--- src/rtl/conv_pkg.sv ---
// Shared convolution-pipeline constants and types used by conv1 and relu_pool2.
package conv_pkg;

  // Default feature-map geometry and requantization shift
  localparam int IMG_W_DEF = 26;
  localparam int IMG_H_DEF = 26;
  localparam int SHIFT_DEF = 12;

  // Datapath widths: 32-bit accumulator in, Q-format 16-bit out
  localparam int DIN_W  = 32;
  localparam int DOUT_W = 16;

  // Largest positive value representable on the 16-bit signed output
  localparam logic [DIN_W-1:0] SAT_MAX = 32'd32767;

  typedef logic [DIN_W-1:0]  acc_t;
  typedef logic [DOUT_W-1:0] q_t;

endpackage

--- src/rtl/pool_line_buf.sv ---
// Line buffer holding one row of horizontal pair maxima for 2x2 pooling.
// Write is registered; read is combinational so the odd row can combine in the same cycle.
module pool_line_buf
  import conv_pkg::*;
#(
  parameter int DEPTH = 13,
  parameter int AW    = 4
) (
  input  logic          clk,
  input  logic          we,
  input  logic [AW-1:0] waddr,
  input  acc_t          wdata,
  input  logic [AW-1:0] raddr,
  output acc_t          rdata
);

  // No reset: every entry is written on the even row before the odd row reads it
  acc_t mem_q [0:DEPTH-1];

  // Store one pair maximum per even-row pair
  always_ff @(posedge clk) begin
    if (we) begin
      mem_q[waddr] <= wdata;
    end
  end

  assign rdata = mem_q[raddr];

endmodule

--- src/rtl/relu_pool2.sv ---
// ReLU followed by 2x2 max pooling on a raster-order stream, requantized to 16 bits.
// Even rows build horizontal pair maxima into a line buffer; odd rows combine them
// with the current pair and emit one pooled output per 2x2 window.
module relu_pool2
  import conv_pkg::*;
#(
  parameter int IMG_W = IMG_W_DEF,
  parameter int IMG_H = IMG_H_DEF,
  parameter int SHIFT = SHIFT_DEF
) (
  input  logic              clk,
  input  logic              reset_n,
  input  logic [DIN_W-1:0]  data_in,
  input  logic              rdata_r,
  output logic [DOUT_W-1:0] data_out,
  output logic              wdata_r,
  output logic              frame_done
);

  localparam int CW       = (IMG_W > 1) ? $clog2(IMG_W) : 1;
  localparam int RW       = (IMG_H > 1) ? $clog2(IMG_H) : 1;
  localparam int LB_DEPTH = IMG_W / 2;
  localparam int AW       = (LB_DEPTH > 1) ? $clog2(LB_DEPTH) : 1;

  localparam logic [CW-1:0] COL_LAST = CW'(IMG_W - 1);
  localparam logic [RW-1:0] ROW_LAST = RW'(IMG_H - 1);

  logic [CW-1:0]     col_q, col_d;
  logic [RW-1:0]     row_q, row_d;
  acc_t              pair_q, pair_d;
  logic [DOUT_W-1:0] data_out_q, data_out_d;
  logic              wdata_q, wdata_d;
  logic              frame_done_q, frame_done_d;

  acc_t          relu_val;
  acc_t          pair_max;
  acc_t          lb_rdata;
  acc_t          win_max;
  acc_t          shifted;
  q_t            sat_val;
  logic          lb_we;
  logic [AW-1:0] lb_addr;
  logic          emit;

  // ReLU, pair/window max and saturating requantize; values are non-negative after ReLU
  always_comb begin
    relu_val = data_in[DIN_W-1] ? '0 : data_in;
    pair_max = (pair_q > relu_val) ? pair_q : relu_val;
    win_max  = (lb_rdata > pair_max) ? lb_rdata : pair_max;
    shifted  = win_max >> SHIFT;
    sat_val  = (shifted > SAT_MAX) ? SAT_MAX[DOUT_W-1:0] : shifted[DOUT_W-1:0];
    lb_addr  = AW'(col_q >> 1);
    lb_we    = rdata_r && !row_q[0] && col_q[0];
    emit     = rdata_r && row_q[0] && col_q[0];
  end

  // Raster position advances only on accepted samples and wraps at frame end
  always_comb begin
    col_d = col_q;
    row_d = row_q;
    if (rdata_r) begin
      if (col_q == COL_LAST) begin
        col_d = '0;
        row_d = (row_q == ROW_LAST) ? '0 : row_q + 1'b1;
      end else begin
        col_d = col_q + 1'b1;
      end
    end
  end

  // Even-column sample is held to pair with the following odd-column sample
  always_comb begin
    pair_d = pair_q;
    if (rdata_r && !col_q[0]) begin
      pair_d = relu_val;
    end
  end

  // Output register loads on each completed window and otherwise holds
  always_comb begin
    wdata_d      = emit;
    data_out_d   = emit ? sat_val : data_out_q;
    frame_done_d = emit && (row_q == ROW_LAST) && (col_q == COL_LAST);
  end

  // State registers with asynchronous active-low clear
  always_ff @(posedge clk or negedge reset_n) begin
    if (!reset_n) begin
      col_q        <= '0;
      row_q        <= '0;
      pair_q       <= '0;
      data_out_q   <= '0;
      wdata_q      <= 1'b0;
      frame_done_q <= 1'b0;
    end else begin
      col_q        <= col_d;
      row_q        <= row_d;
      pair_q       <= pair_d;
      data_out_q   <= data_out_d;
      wdata_q      <= wdata_d;
      frame_done_q <= frame_done_d;
    end
  end

  pool_line_buf #(
    .DEPTH (LB_DEPTH),
    .AW    (AW)
  ) u_line_buf (
    .clk   (clk),
    .we    (lb_we),
    .waddr (lb_addr),
    .wdata (pair_max),
    .raddr (lb_addr),
    .rdata (lb_rdata)
  );

  assign data_out   = data_out_q;
  assign wdata_r    = wdata_q;
  assign frame_done = frame_done_q;

endmodule

--- config.mk ---
export PLATFORM = sky130hd
export DESIGN_NAME = relu_pool2
export DESIGN_NICKNAME = d
export VERILOG_FILES = /design/src/rtl/conv_pkg.sv /design/src/rtl/pool_line_buf.sv /design/src/rtl/relu_pool2.sv
export SDC_FILE = /design/constraint.sdc
export NUM_CORES = 1
export LEC_CHECK = 0
export ABC_CLOCK_PERIOD_IN_PS = 4190
export BUFFER_PORTS_ARGS = -buffer_cell sky130_fd_sc_hd__buf_2
export CAP_MARGIN = 20
export CORE_UTILIZATION = 56
export CTS_CLUSTER_SIZE = 25
export DETAILED_ROUTE_END_ITERATION = 16
export PLACE_DENSITY_LB_ADDON = 0.08
export SYNTH_ARGS = -nofsm -noshare
export SYNTH_HDL_FRONTEND = slang
export SYNTH_SLANG_ARGS = --single-unit
--- constraint.sdc ---
create_clock -name clk -period 4.19 [get_ports clk]
set_input_delay 0.838 -clock clk [delete_from_list [all_inputs] [get_ports clk]]
set_output_delay 0.838 -clock clk [all_outputs]
set_load 0.005 [all_outputs]
# After elaboration in Yosys (flattened, before gate mapping)
# Memories as Yosys holds them, arrays and structs flattened.
# Index checks and enable logic that the tools add are counted.
[totals]
word_cells = 32
ff_bits = 60
mem_count = 1
ram_bits = 416
[classes]
n_eq_ne = 2
n_reduce_logical = 10
muxes = 8
n_lt_le_gt_ge = 3
n_addsub = 2
[mem_list]
columns = ["name", "words", "width", "rd", "rd_clocked_by_memory_dff", "wr", "line_no", "text"]
rows = [
  ["u_line_buf.mem_q", 13, 32, 1, 0, 1, "pool_line_buf.sv:18", "acc_t mem_q [0:DEPTH-1];"],
]
[op_table]
columns = ["operator", "count"]
rows = [
  ["two-way mux 32 bit", 2],
  ["> comparator 32 x 31 -> 1 bit", 1],
  ["> comparator 32 bit", 1],
  ["two-way mux 31 bit", 1],
  ["> comparator 20 x 15 -> 1 bit, second input constant", 1],
  ["two-way mux 16 bit", 1],
  ["adder 5 x 1 -> 5 bit, second input constant", 2],
  ["equality test 5 bit, second input constant", 2],
  ["two-way mux 5 bit", 2],
  ["logical AND 1 bit", 7],
  ["zero test 1 bit", 2],
  ["two-way mux 1 bit", 2],
  ["AND reduction 2 bit", 1],
]

# Logic depth before layout (Yosys ltp)
# Gate-level depths: netlist (run 1).
[depth]
word_depth = 7
depth_mapped = 24
depth_no_buf = 18

# Cells and area by module
# Synthesis (run 1) repeated with hierarchy kept, for this count alone.
[unflattened]
cells_unflattened = 1227
hier_area_um2 = 20825.0
[modules_own_cells]
columns = ["module", "seq_area_each_um2", "cells_per_inst", "area_each_um2", "instances"]
rows = [
  ["pool_line_buf", 12492.0, 668, 15866.5, 1],
  ["relu_pool2", 1476.4, 559, 4958.5, 1],
]

# Least setup slack after synthesis (run 1)
# OpenSTA, ideal clock, no wires.
[synth_timing]
path_type = "input port to flip-flop"
start = "input port data_in[31]"
end = "register data_out_q[0] (netlist: data_out[0])"
setup_ps = 142
arrival_ps = 5443
n_path_buf = 6
path_stages = 23
required_ps = 4048
setup_slack_ps = -1395
cell_sequence = "clkbuf_1 > clkbuf_1 > nor2b_1 > inv_1 > ha_1 > a21oi_1 > o21ai_0 > a221o_1 > o31a_1 > a31oi_1 > buf_2 > buf_2 > mux2i_1 > ha_1 > nand3_1 > nor3_1 > a221o_1 > a211oi_1 > o22a_1 > and2_1 > clkbuf_1 > clkbuf_1 > a211oi_1"
[synth_between]
elab_chain_len = 7
[synth_lines]
columns = ["item", "line_no", "text"]
rows = [
  ["start, declared", "relu_pool2.sv:13", "input logic [DIN_W-1:0] data_in,"],
  ["two-way mux 31 bit *", "relu_pool2.sv:47", "relu_val = data_in[DIN_W-1] ? '0 : data_in;"],
  ["> comparator 32 x 31 -> 1 bit", "relu_pool2.sv:48", "pair_max = (pair_q > relu_val) ? pair_q : relu_val;"],
  ["two-way mux 32 bit *", "relu_pool2.sv:48", ""],
  ["> comparator 32 bit", "relu_pool2.sv:49", "win_max = (lb_rdata > pair_max) ? lb_rdata : pair_max;"],
  ["two-way mux 32 bit *", "relu_pool2.sv:49", ""],
  ["> comparator 20 x 15 -> 1 bit", "relu_pool2.sv:51", "sat_val = (shifted > SAT_MAX) ? SAT_MAX[DOUT_W-1:0] : shifted[DOUT_W-1:0];"],
  ["two-way mux 16 bit *", "relu_pool2.sv:51", ""],
  ["end signal, assigned", "relu_pool2.sv:99", "data_out_q <= data_out_d;"],
  ["end, declared", "relu_pool2.sv:31", "logic [DOUT_W-1:0] data_out_q, data_out_d;"],
]
# Mark *: on every way between the ends. The rest lies on a longest branch, timed or not.
# A chain may end at the register's enable or synchronous reset.

# Worst setup path in the final report (run 1)
[layout_timing]
start = "input port data_in[31]"
end = "register data_out_q[9] (netlist: data_out[9])"
# Same word-level chain as after synthesis.

==> results by group, run 1 <==
Setup path
  – Critical-path top delay cell: a221o_1
  – CP arrival: 5160 ps
  – CP Class: input port to flip-flop
  – Crit-path max FO: 8
  – CP Buf/Inv Count: 7
  – CP top delay family: compound AO/OA/AOI/OAI gates
  – Nature of the critical path endpoint: flip-flop
  – Crit path required time: 4630 ps
  – Slowest stage delay, CP: 360 ps
  – Crit start category: input port
  – Critical path, cell by cell: buf_12, buf_12, nor2b_4, inv_2, ha_4, nand4_1, buf_4, nor4_4, nand2_1, o31a_1, a31oi_4, buf_12, mux2i_1, buf_4, ha_1, nand4_1, nor3_2, a221o_1, a211oi_2, o22a_2, and2_4, buf_8, a211oi_2
  – CP most frequent cell: buf_12

Clock network
  – CTS max path bufs: 3
  – Hold buffers post-CTS: 0
  – Clock Pin Slew Worst Setup and Hold Paths: 60 ps
  – CTS buffer count: 48
  – Clock sinks: 462
  – Root buf cell: clkbuf_16
  – Later-pin clock latency in the skew report: 580 ps
  – TritonCTS clock tree: yes
  – H-tree Lvls: 2

Outcome
  – Failing checks: setup timing
  – Status: complete, but fails checks

Logic synthesis
  – YS warnings: 0
  – Area of the mapped netlist: 19990 um2
  – Post-synth EDFFs: 403
  – Synth unique cells: 44
  – Syn_area_per_cell: 17.29 um2
  – Top_reg_cell synth: edfxtp_1
  – Flop and latch count out of synthesis: 462
  – Register area share after synthesis: 67.92%
  – Synth top area share: 60.54%
  – Synth area leaders: edfxtp_1, mux4_2, dfrtp_1
  – Syn Nets: 1257
  – Yosys top cell by area: edfxtp_1
  – Syn Inst Count: 1156
  – Async SR Flop Fraction: 12.77%

Layout
  – # diodes: 0
  – Area Overhead vs Synth: 23.31%
  – Fin nets: 1491
  – Layout cells sized above 1: 39.65%
  – Fill cells: 2200

Placement
  – Port Buffer Count: 52
  – Dpl ws: -1478 ps
  – GPL Wtd Cong: 0.8790
  – Post-DP HPWL: 28620 um

Floorplanning
  – Placeable core region: 34800 um2
  – Number of cell rows: 68
  – Die ar.: 36460 um2
  – I/O pin total: 53
  – Die height: 190.9 um
  – Starting density of the core: 57.45%
  – DIE WIDTH: 190.9 um

Routing
  – Drt drc: 0
  – Routed WL: 46590 um
  – Antenna-violating nets left: 0
  – First-pass iteration count of the detailed router: 5
  – Initial DRC count: 866
  – Vias: 11430
  – Post-DR vias/cell: 6.080
  – DR WL/cell: 24.78 um

GRT
  – Largest net degree at the start of global routing: 63
  – Vias in the first global route: 11530
  – Initial antenna violation count: 0
  – Total gr overflow: 0
  – First-pass GRT wire length: 69990 um
  – GRT Total Usage: 26.54%

Worst hold path
  – Worst hold path class: input port to async pin

Timing
  – RSZ-0062 raised after global routing: true
  – Clock skew: 24.50 ps
  – F_max: 211.9 MHz
  – Min Tclk post-route: 4718 ps
  – Setup WS post-layout: -528.2 ps
  – Final setup viols: 15
  – Worst-Margin Slew: 941.4 ps
  – Relative slew margins: 36.77%
  – Final hold violations: 0
  – Post-route clock period utilization: 112.6%
  – Slew Viols, Final: 0

Power
  – PwrDens: 664.2 nW/um2
  – Maximum VDD drop: 0.3830 mV
  – Leakage: 8.963 nW
  – Pwr Total: 16.37 mW

Run
  – Max-cap violations: 0
## state kept, by name, indices dropped and copies added, names as in the netlist
signal,flops
col_q,5
data_out,16
frame_done,1
pair_q,31
row_q,5
u_line_buf.mem_q,403
wdata_r,1
## power by group
group	internal [mW]	switching (mW)
Combinational	3.04	3.33
Clock	2.33	1.69
Sequential	5.71	0.285
## cells in the mapped netlist (20+ instances only)
library cell,instances
ha_1,66
clkbuf_1,26
nor2_1,36
edfxtp_1,403
nand2_1,71
nor2b_1,34
inv_1,66
o21ai_0,43
dfrtp_1,59
mux2i_1,42
a211oi_1,20
mux4_2,121
buf_2,20
## cell usage in the layout (no fill, tap or decap), types with 8 or more instances in the layout
cell	count
edfxtp_1	403
buf_4	156
mux4_2	121
nand2_1	70
dfrtp_1	57
inv_1	54
buf_2	51
clkbuf_16	50
ha_1	47
o21ai_0	38
mux2i_1	27
nor2_1	21
buf_12	19
nand2b_1	18
ha_4	18
a21oi_1	17
clkbuf_1	17
nor2b_4	15
nor3_2	15
a211oi_2	14
nor2_4	13
nor2b_2	12
inv_2	12
nand4_1	12
nand3_1	10
a21o_1	9
clkinv_1	9
mux2i_4	8
## worst paths after layout
check	startpoint	to	slack [ps]	cells after the start
max in group asynchronous	reset_n	wdata_r	2900	2
min in group clk	data_out[15]	data_out[15]	500	1
max	data_in[31]	data_out[9]	-530	23
min	reset_n	pair_q[5]	390	1
max reg2reg	pair_q[13]	data_out[9]	-260	19
min reg2reg	data_out[15]	data_out[15]	500	1
## cells by family (layout without fill, tap and decap cells)
group,after synthesis,in the layout,synth area share (%)
DFF,462,462,67.92
and+or+nand+nor,224,224,5.821
muxes,169,169,16.07
buffers and inverters,120,389,2.491
AOI/OAI and AO/OA,115,115,3.561
adders and majority gates,66,66,4.131
## worst reg2reg max path, cell delays in order (launching register included)
cell and delay [ps]:
dfrtp_1 440, ha_4 310, nand4_1 190, buf_4 200, nor4_4 310, nand2_1 140, o31a_1 160, a31oi_4 300
buf_12 180, mux2i_1 210, buf_4 150, ha_1 240, nand4_1 170, nor3_2 70, a221o_1 360, a211oi_2 220
o22a_2 260, and2_4 180, buf_8 140, a211oi_2 80
## metrics by stage
step	utilization [%]	hold slack [ps]	instances	setup TNS [ps]	area [um2]
floorplan	-	473.9	1156	-8038	20180
global placement	63.69	478.4	1763	-24060	22160
detailed placement	63.69	486.0	1763	-29660	22160
CTS	70.05	394.0	1875	-6176	24370
global route	70.84	453.5	1880	-9311	24650
finish	70.84	390.6	1880	-7665	24650
## per-layer routing
metal  global-route usage [%]  part of all wire [%]  up-vias
li1                         -                     -     5033
met1                    39.22                    44     5957
met2                    41.11                    48      376
met3                    4.498                   6.9       64
met4                    7.415                   1.8        0
met5                        0                     0        -
## cell type report
class | instances | area (um2) | area share, %
clock buffer | 66 | 1290 | 5.233
sequential | 462 | 13590 | 55.11
multi-input combinational | 574 | 6775 | 27.48
clock inverter | 19 | 166.4 | 0.6751
timing repair buffer | 238 | 2017 | 8.182
inverter | 66 | 247.7 | 1.005
tap | 455 | 569.3 | 2.309
## repair_timing
item	in CTS	in global routing
endpoints found under the hold margin	0	0
cloned	4	1
setup buffers	24	5
endpoints found under the setup margin	15	15
resized for setup	98	49
pin swaps	42	22
Power figures use the tool's default switching activity.
==> inputs of run 2 (changes only) <==
Settings changed: RECOVER_POWER from default to 50.
==> run 2 against run 1 <==
Effect of this change:
- the run ends with capacitance limit, slew limit, setup timing left
- sequential power hardly changed
- critical path depth stayed put
- final area about the same
- core utilization about the same
- power barely moved
- largest power group unchanged
==> results by group, run 2 (synthesis gave the netlist of run 1 again) <==
Power
  – Clock power share: 24.5% (about the same)
  – Sequential fraction of design power: 36.6% (about the same)
  – PwrDens: 664.2 nW/um2 (about the same)
  – Total net switching power: 5.295 mW (about the same)
  – Gate power share: 38.9% (about the same)
  – Sw frac: 32.34% (about the same)
  – Pwr Total: 16.37 mW (about the same)
  – Maximum VDD drop: 0.3830 mV (about the same)
  – P_int: 11.08 mW (about the same)
  – Leakage: 8.960 nW (about the same)

Routing
  – Top routing layer in use: met4
  – Routed met1 length: 20370 um (+0.15%)
  – Post-DR vias/cell: 6.080 (unchanged)
  – Routed WL: 46590 um (about the same)
  – DR WL/cell: 24.78 um (about the same)
  – Met3 WL: 3169 um (-1.2%)
  – Drt drc: 0 (unchanged)
  – Initial DRC count: 866 (unchanged)
  – Met2 WL: 22200 um (about the same)
  – Antenna-violating nets left: 0 (unchanged)
  – Vias: 11430 (unchanged)
  – First-pass iteration count of the detailed router: 5 (unchanged)

GRT
  – Total gr overflow: 0 (unchanged)
  – Largest net degree at the start of global routing: 63 (unchanged)
  – Vias in the first global route: 11530 (unchanged)
  – Initial antenna violation count: 0 (unchanged)
  – GRT Total Usage: 26.54% (unchanged)
  – First-pass GRT wire length: 69990 um (unchanged)

Placement
  – GPL Wtd Cong: 0.8790 (unchanged)
  – Port Buffer Count: 52 (unchanged)
  – Dpl ws: -1478 ps (unchanged)
  – Post-DP HPWL: 28620 um (unchanged)

Outcome
  – Status: complete, but fails checks
  – Failing checks: capacitance limit, slew limit, setup timing

Setup path
  – Critical-path top delay cell: a221o_1
  – CP Buf/Inv Count: 7 (unchanged)
  – CP most frequent cell: buf_12
  – Nature of the critical path endpoint: flip-flop
  – CP top delay family: compound AO/OA/AOI/OAI gates
  – CP arrival: 5160 ps (about the same)
  – Crit-path max FO: 8 (unchanged)
  – Slowest stage delay, CP: 360 ps (about the same)
  – Critical path, cell by cell: buf_12, buf_12, nor2b_4, inv_2, ha_4, nand4_1, buf_4, nor4_4, nand2_1, o31a_1, a31oi_4, buf_12, mux2i_1, buf_4, ha_1, nand4_1, nor3_2, a221o_1, a211oi_2, o22a_2, and2_4, buf_8, a211oi_2
  – CP Class: input port to flip-flop
  – Crit start category: input port
  – Crit path required time: 4630 ps (about the same)

Timing
  – TNS Setup: -7665 ps (+0.2300 ps)
  – Post-route clock period utilization: 112.6% (about the same)
  – WHS: 495.6 ps (+105.0 ps)
  – Clock skew: 24.47 ps (-0.03140 ps)
  – Slew Viols, Final: 38 (+38)
  – F_max: 211.9 MHz (about the same)
  – Min Tclk post-route: 4718 ps (-0.01500 ps)
  – RSZ-0062 raised after global routing: true
  – Relative slew margins: -46.73% (-83 points)
  – Final hold violations: 0 (unchanged)
  – Worst-Margin Slew: 2201 ps (+1260 ps)
  – Setup WS post-layout: -528.2 ps (+0.01500 ps)
  – Final setup viols: 15 (unchanged)

Layout
  – Biggest register: u_line_buf.mem_q
  – Fin nets: 1491 (unchanged)
  – Area of the multi-input gates: 6775 um2 (unchanged)
  – Layout cells sized above 1: 39.58% (-0.070 points)
  – Fill cells: 2199 (-0.045%)
  – # diodes: 0 (unchanged)
  – Max reg flops: 403 (unchanged)
  – Area Overhead vs Synth: 23.31% (about the same)
  – Most common cell after layout, fill and taps aside: edfxtp_1
  – Final Util: 70.84% (about the same)
  – FF+latch area: 13590 um2 (unchanged)
  – Most frequent cells in the layout: edfxtp_1, buf_4, mux4_2, nand2_1, dfrtp_1

Clock network
  – Clock sinks: 462 (unchanged)
  – CTS max path bufs: 3 (unchanged)
  – Clock Pin Slew Worst Setup and Hold Paths: 60 ps (about the same)
  – H-tree Lvls: 2 (unchanged)
  – Later-pin clock latency in the skew report: 580 ps (about the same)
  – TritonCTS clock tree: yes
  – Root buf cell: clkbuf_16
  – CTS buffer count: 48 (unchanged)
  – Hold buffers post-CTS: 0 (unchanged)

Floorplanning
  – Number of cell rows: 68 (unchanged)
  – Starting density of the core: 57.45% (unchanged)
  – Die height: 190.9 um (unchanged)
  – DIE WIDTH: 190.9 um (unchanged)
  – Placeable core region: 34800 um2 (unchanged)
  – Die ar.: 36460 um2 (unchanged)
  – I/O pin total: 53 (unchanged)

Run
  – Max-cap violations: 1 (+1)

Worst hold path
  – Worst hold path class: flip-flop to flip-flop
==> run 2: cell count changes in the layout (fill, tap and decap cells not counted), sizes merged <==
cell / before / now
buf: 236 / 235
clkbuf: 67 / 68
==> run 2: repair_timing <==
item,CTS,global route
gates resized for setup,98,49
cloned,4,1
setup endpoints to repair,15,15
buffers inserted,24,5
pin swaps,42,22
==> run 2: path summary, 6_finish.rpt <==
path / startpoint / endpoint / slack [ps] / depth (start not counted)
min in group asynchronous: reset_n / pair_q[2] / 900 / 1
min: data_out[15] / data_out[15] / 500 / 1
max reg2reg: pair_q[13] / data_out[9] / -260 / 19
max in group asynchronous: reset_n / col_q[1] / 1720 / 1
max: data_in[31] / data_out[9] / -530 / 23
min reg2reg: data_out[15] / data_out[15] / 500 / 1
==> run 2: final cells by class <==
cell class / instances / area share, %
flip-flops and latches: 462 / 55.11
multi-input cells: 574 / 27.49
repair buffers: 238 / 8.177
inverters: 66 / 1.005
clock buffers: 66 / 5.233
clock inverters: 19 / 0.6751
well taps: 455 / 2.310
==> run 2: power by group through the flow <==
stage | clock network (mW) | logic, mW | registers (mW)
final | 4.01 | 6.36 | 6.00
after global routing | 4.25 | 6.85 | 6.03
after CTS | 4.07 | 6.13 | 5.99
after detailed placement | 0 | 5.59 | 6.07
after global placement | 0 | 5.51 | 6.06
after floorplan | 0 | 3.65 | 5.94
==> run 2: layer usage <==
layer	global-route usage, %	up-vias
met1	39.22	5957
met2	41.11	376
li1	-	5033
met4	7.415	0
met3	4.498	64
met5	0	-
==> run 2: stage by stage <==
step,std cells,instance area (um2)
3_5_place_dp,1763,22160
6_report,1880,24650
3_3_place_gp,1763,22160
5_1_grt,1880,24650
4_1_cts,1875,24370
2_1_floorplan,1156,20180
==> inputs of run 3 (changes only) <==
Settings changed: BUFFER_PORTS_ARGS -buffer_cell sky130_fd_sc_hd__buf_2 to default, CORE_UTILIZATION 56 to 57, DONT_BUFFER_PORTS from default to 1, SKIP_LAST_GASP from default to 1.
==> run 3 against run 2 <==
Effect of this change:
- the flow still finishes with violations (capacitance limit, slew limit, setup timing)
- non-clock buffer count fell by 47
- clock power rose by 7.0%
- register-to-register slack improved by 70 ps
- first-iteration DRC count rose by 6.0%
- count of clock-buffer cells in the layout fell by 8
- setup slack improved by 280 ps
- global-route usage barely moved
- power rose by 4.0%
- die area fell by 1.7%
- sequential power barely moved
- core utilization rose by 0.77 points
- sequential share of layout area fell by 0.18 points
- highest routed layer unchanged
==> results by group, run 3 (synthesis gave the netlist of run 1 again) <==
Timing
  – TNS Setup: -3249 ps (+4415 ps)
  – F_max: 225.6 MHz (+6.4%)
  – Relative slew margins: -98.49% (-52 points)
  – Clock skew: 14.21 ps (-10.25 ps)
  – WHS: 381.1 ps (-114.5 ps)
  – Setup WS post-layout: -243.3 ps (+284.9 ps)
  – Slew Viols, Final: 60 (+58%)
  – Final setup viols: 15 (unchanged)
  – Post-route clock period utilization: 105.8% (-6.8 points)
  – Min Tclk post-route: 4433 ps (-284.9 ps)
  – Worst-Margin Slew: 2977 ps (+776.4 ps)
  – RSZ-0062 raised after global routing: true
  – Final hold violations: 0 (unchanged)

GRT
  – Total gr overflow: 0 (unchanged)
  – Largest net degree at the start of global routing: 63 (unchanged)
  – GRT Total Usage: 26.49% (-0.045 points)
  – First-pass GRT wire length: 69430 um (-0.80%)
  – Initial antenna violation count: 0 (unchanged)
  – Vias in the first global route: 11500 (-0.19%)

Layout
  – Most common cell after layout, fill and taps aside: edfxtp_1
  – Fin nets: 1443 (-3.2%)
  – Most frequent cells in the layout: edfxtp_1, buf_4, mux4_2, nand2_1, dfrtp_1
  – Layout cells sized above 1: 39.80% (+0.22 points)
  – Design Area, Final: 24730 um2 (+0.34%)
  – # diodes: 0 (unchanged)
  – Area Overhead vs Synth: 23.73%
  – Layout Cells excl Fill: 1832 (-2.6%)
  – Fill cells: 2080 (-5.4%)
  – Final Util: 71.60% (+0.77 points)
  – Max reg flops: 403 (unchanged)
  – Biggest register: u_line_buf.mem_q

Routing
  – Post-DR vias/cell: 6.163 (+1.4%)
  – Antenna-violating nets left: 0 (unchanged)
  – DR WL/cell: 25.79 um (+4.1%)
  – Vias: 11290 (-1.2%)
  – First-pass iteration count of the detailed router: 5 (unchanged)
  – Initial DRC count: 918 (+6.0%)
  – Routed WL: 47250 um (+1.4%)
  – Drt drc: 0 (unchanged)

Clock network
  – TritonCTS clock tree: yes
  – CTS buffer count: 47 (-2.1%)
  – Root buf cell: clkbuf_16
  – Later-pin clock latency in the skew report: 560 ps (-20 ps)
  – Clock sinks: 462 (unchanged)
  – H-tree Lvls: 2 (unchanged)
  – Clock Pin Slew Worst Setup and Hold Paths: 60 ps (about the same)
  – CTS max path bufs: 3 (unchanged)

Placement
  – DP Area: 21790 um2 (-1.7%)
  – Cells after DPL: 1705 (-3.3%)
  – Dpl ws: -1192 ps (+286.4 ps)
  – Post-DP HPWL: 28020 um (-2.1%)
  – Port Buffer Count: 0 (-100%)
  – GPL Wtd Cong: 0.8211 (-6.6%)

Floorplanning
  – I/O pin total: 53 (unchanged)
  – Placeable core region: 34540 um2 (-0.73%)
  – Die height: 189.3 um (-0.87%)
  – Die ar.: 35820 um2 (-1.7%)
  – DIE WIDTH: 189.3 um (-0.87%)
  – Starting density of the core: 57.87% (+0.42 points)
  – Number of cell rows: 68 (unchanged)

Run
  – Max-cap violations: 1 (unchanged)

Outcome
  – Status: complete, but fails checks
  – Failing checks: capacitance limit, slew limit, setup timing

Setup path
  – Nature of the critical path endpoint: flip-flop
  – Crit path required time: 4660 ps (+30 ps)
  – Crit-path max FO: 7 (-1)
  – CP arrival: 4900 ps (-260 ps)
  – Crit start category: input port
  – CP Class: input port to flip-flop

Power
  – PwrDens: 688.4 nW/um2 (+3.6%)
  – Maximum VDD drop: 0.4530 mV (+18%)
  – Leakage: 8.830 nW (-1.4%)
  – Pwr Total: 17.03 mW (+4.0%)

Worst hold path
  – Worst hold path class: input port to flip-flop
==> run 3: changes by cell type in the layout (fill, tap and decap cells not counted), sizes merged <==
cell	delta
bufinv	+5
clkdlybuf4s25	+1
bufbuf	-1
buf	-46
clkinvlp	+2
clkbuf	-9
==> run 3: report_power, final <==
group	internal, mW	switching [mW]
Sequential	5.72	0.272
Clock	2.59	1.69
Combinational	3.27	3.48
==> run 3: worst max-delay path, stage by stage <==
cell and delay, ps:
nor2b_4 130, inv_2 60, ha_4 270, nand4_1 280, nor4_4 430, buf_4 190, buf_4 100, buf_4 110
a31oi_4 100, buf_6 150, buf_6 120, buf_16 140, mux2i_4 190, ha_4 270, nand4_1 120, buf_4 180
buf_4 120, buf_4 130, nor2_4 80, a211oi_2 70, o22a_2 280, and2_4 180, clkbuf_16 170, a211oi_2 180
==> run 3: timing repair <==
| item | 4_1_cts | 5_1_grt |
|---|---|---|
| gates cloned | 3 | 1 |
| endpoints found under the hold margin | 59 | 0 |
| resized for setup | 98 | 81 |
| hold buffers | 1 | 0 |
| buffers inserted | 28 | 12 |
| setup endpoints to repair | 15 | 15 |
| pin swaps | 35 | 24 |
==> run 3: cell type report <==
| type | instances | area (um2) | share of cell area (%) |
|---|---|---|---|
| flip-flops and latches | 462 | 13590 | 54.93 |
| multi-input cells | 574 | 7038 | 28.46 |
| repair buffers | 191 | 1710 | 6.915 |
| clock buffers | 58 | 1239 | 5.008 |
| well taps | 455 | 569.3 | 2.302 |
| clock inverters | 26 | 342.8 | 1.386 |
| inverters | 66 | 247.7 | 1.002 |
==> run 3: final timing paths <==
kind                              startpoint            to  cells past startpoint  slack [ps]
min in group asynchronous            reset_n     pair_q[0]                      1        1450
worst min register to register  data_out[15]  data_out[15]                      1         540
worst max-delay path             data_in[25]   data_out[1]                     24        -240
worst max register to register    pair_q[25]   data_out[1]                     22        -190
worst min-delay path                 rdata_r      col_q[1]                      1         380
max in group asynchronous            reset_n      col_q[1]                      1         640
==> run 3: layer usage <==
layer  track usage (%)  vias to the layer above  wire, um
met3             4.263                       95      2884
met4             7.909                        0      1136
met1             37.92                     5853     20060
met5                 0                        -         0
li1                  -                     4926         -
met2             42.48                      416     23170
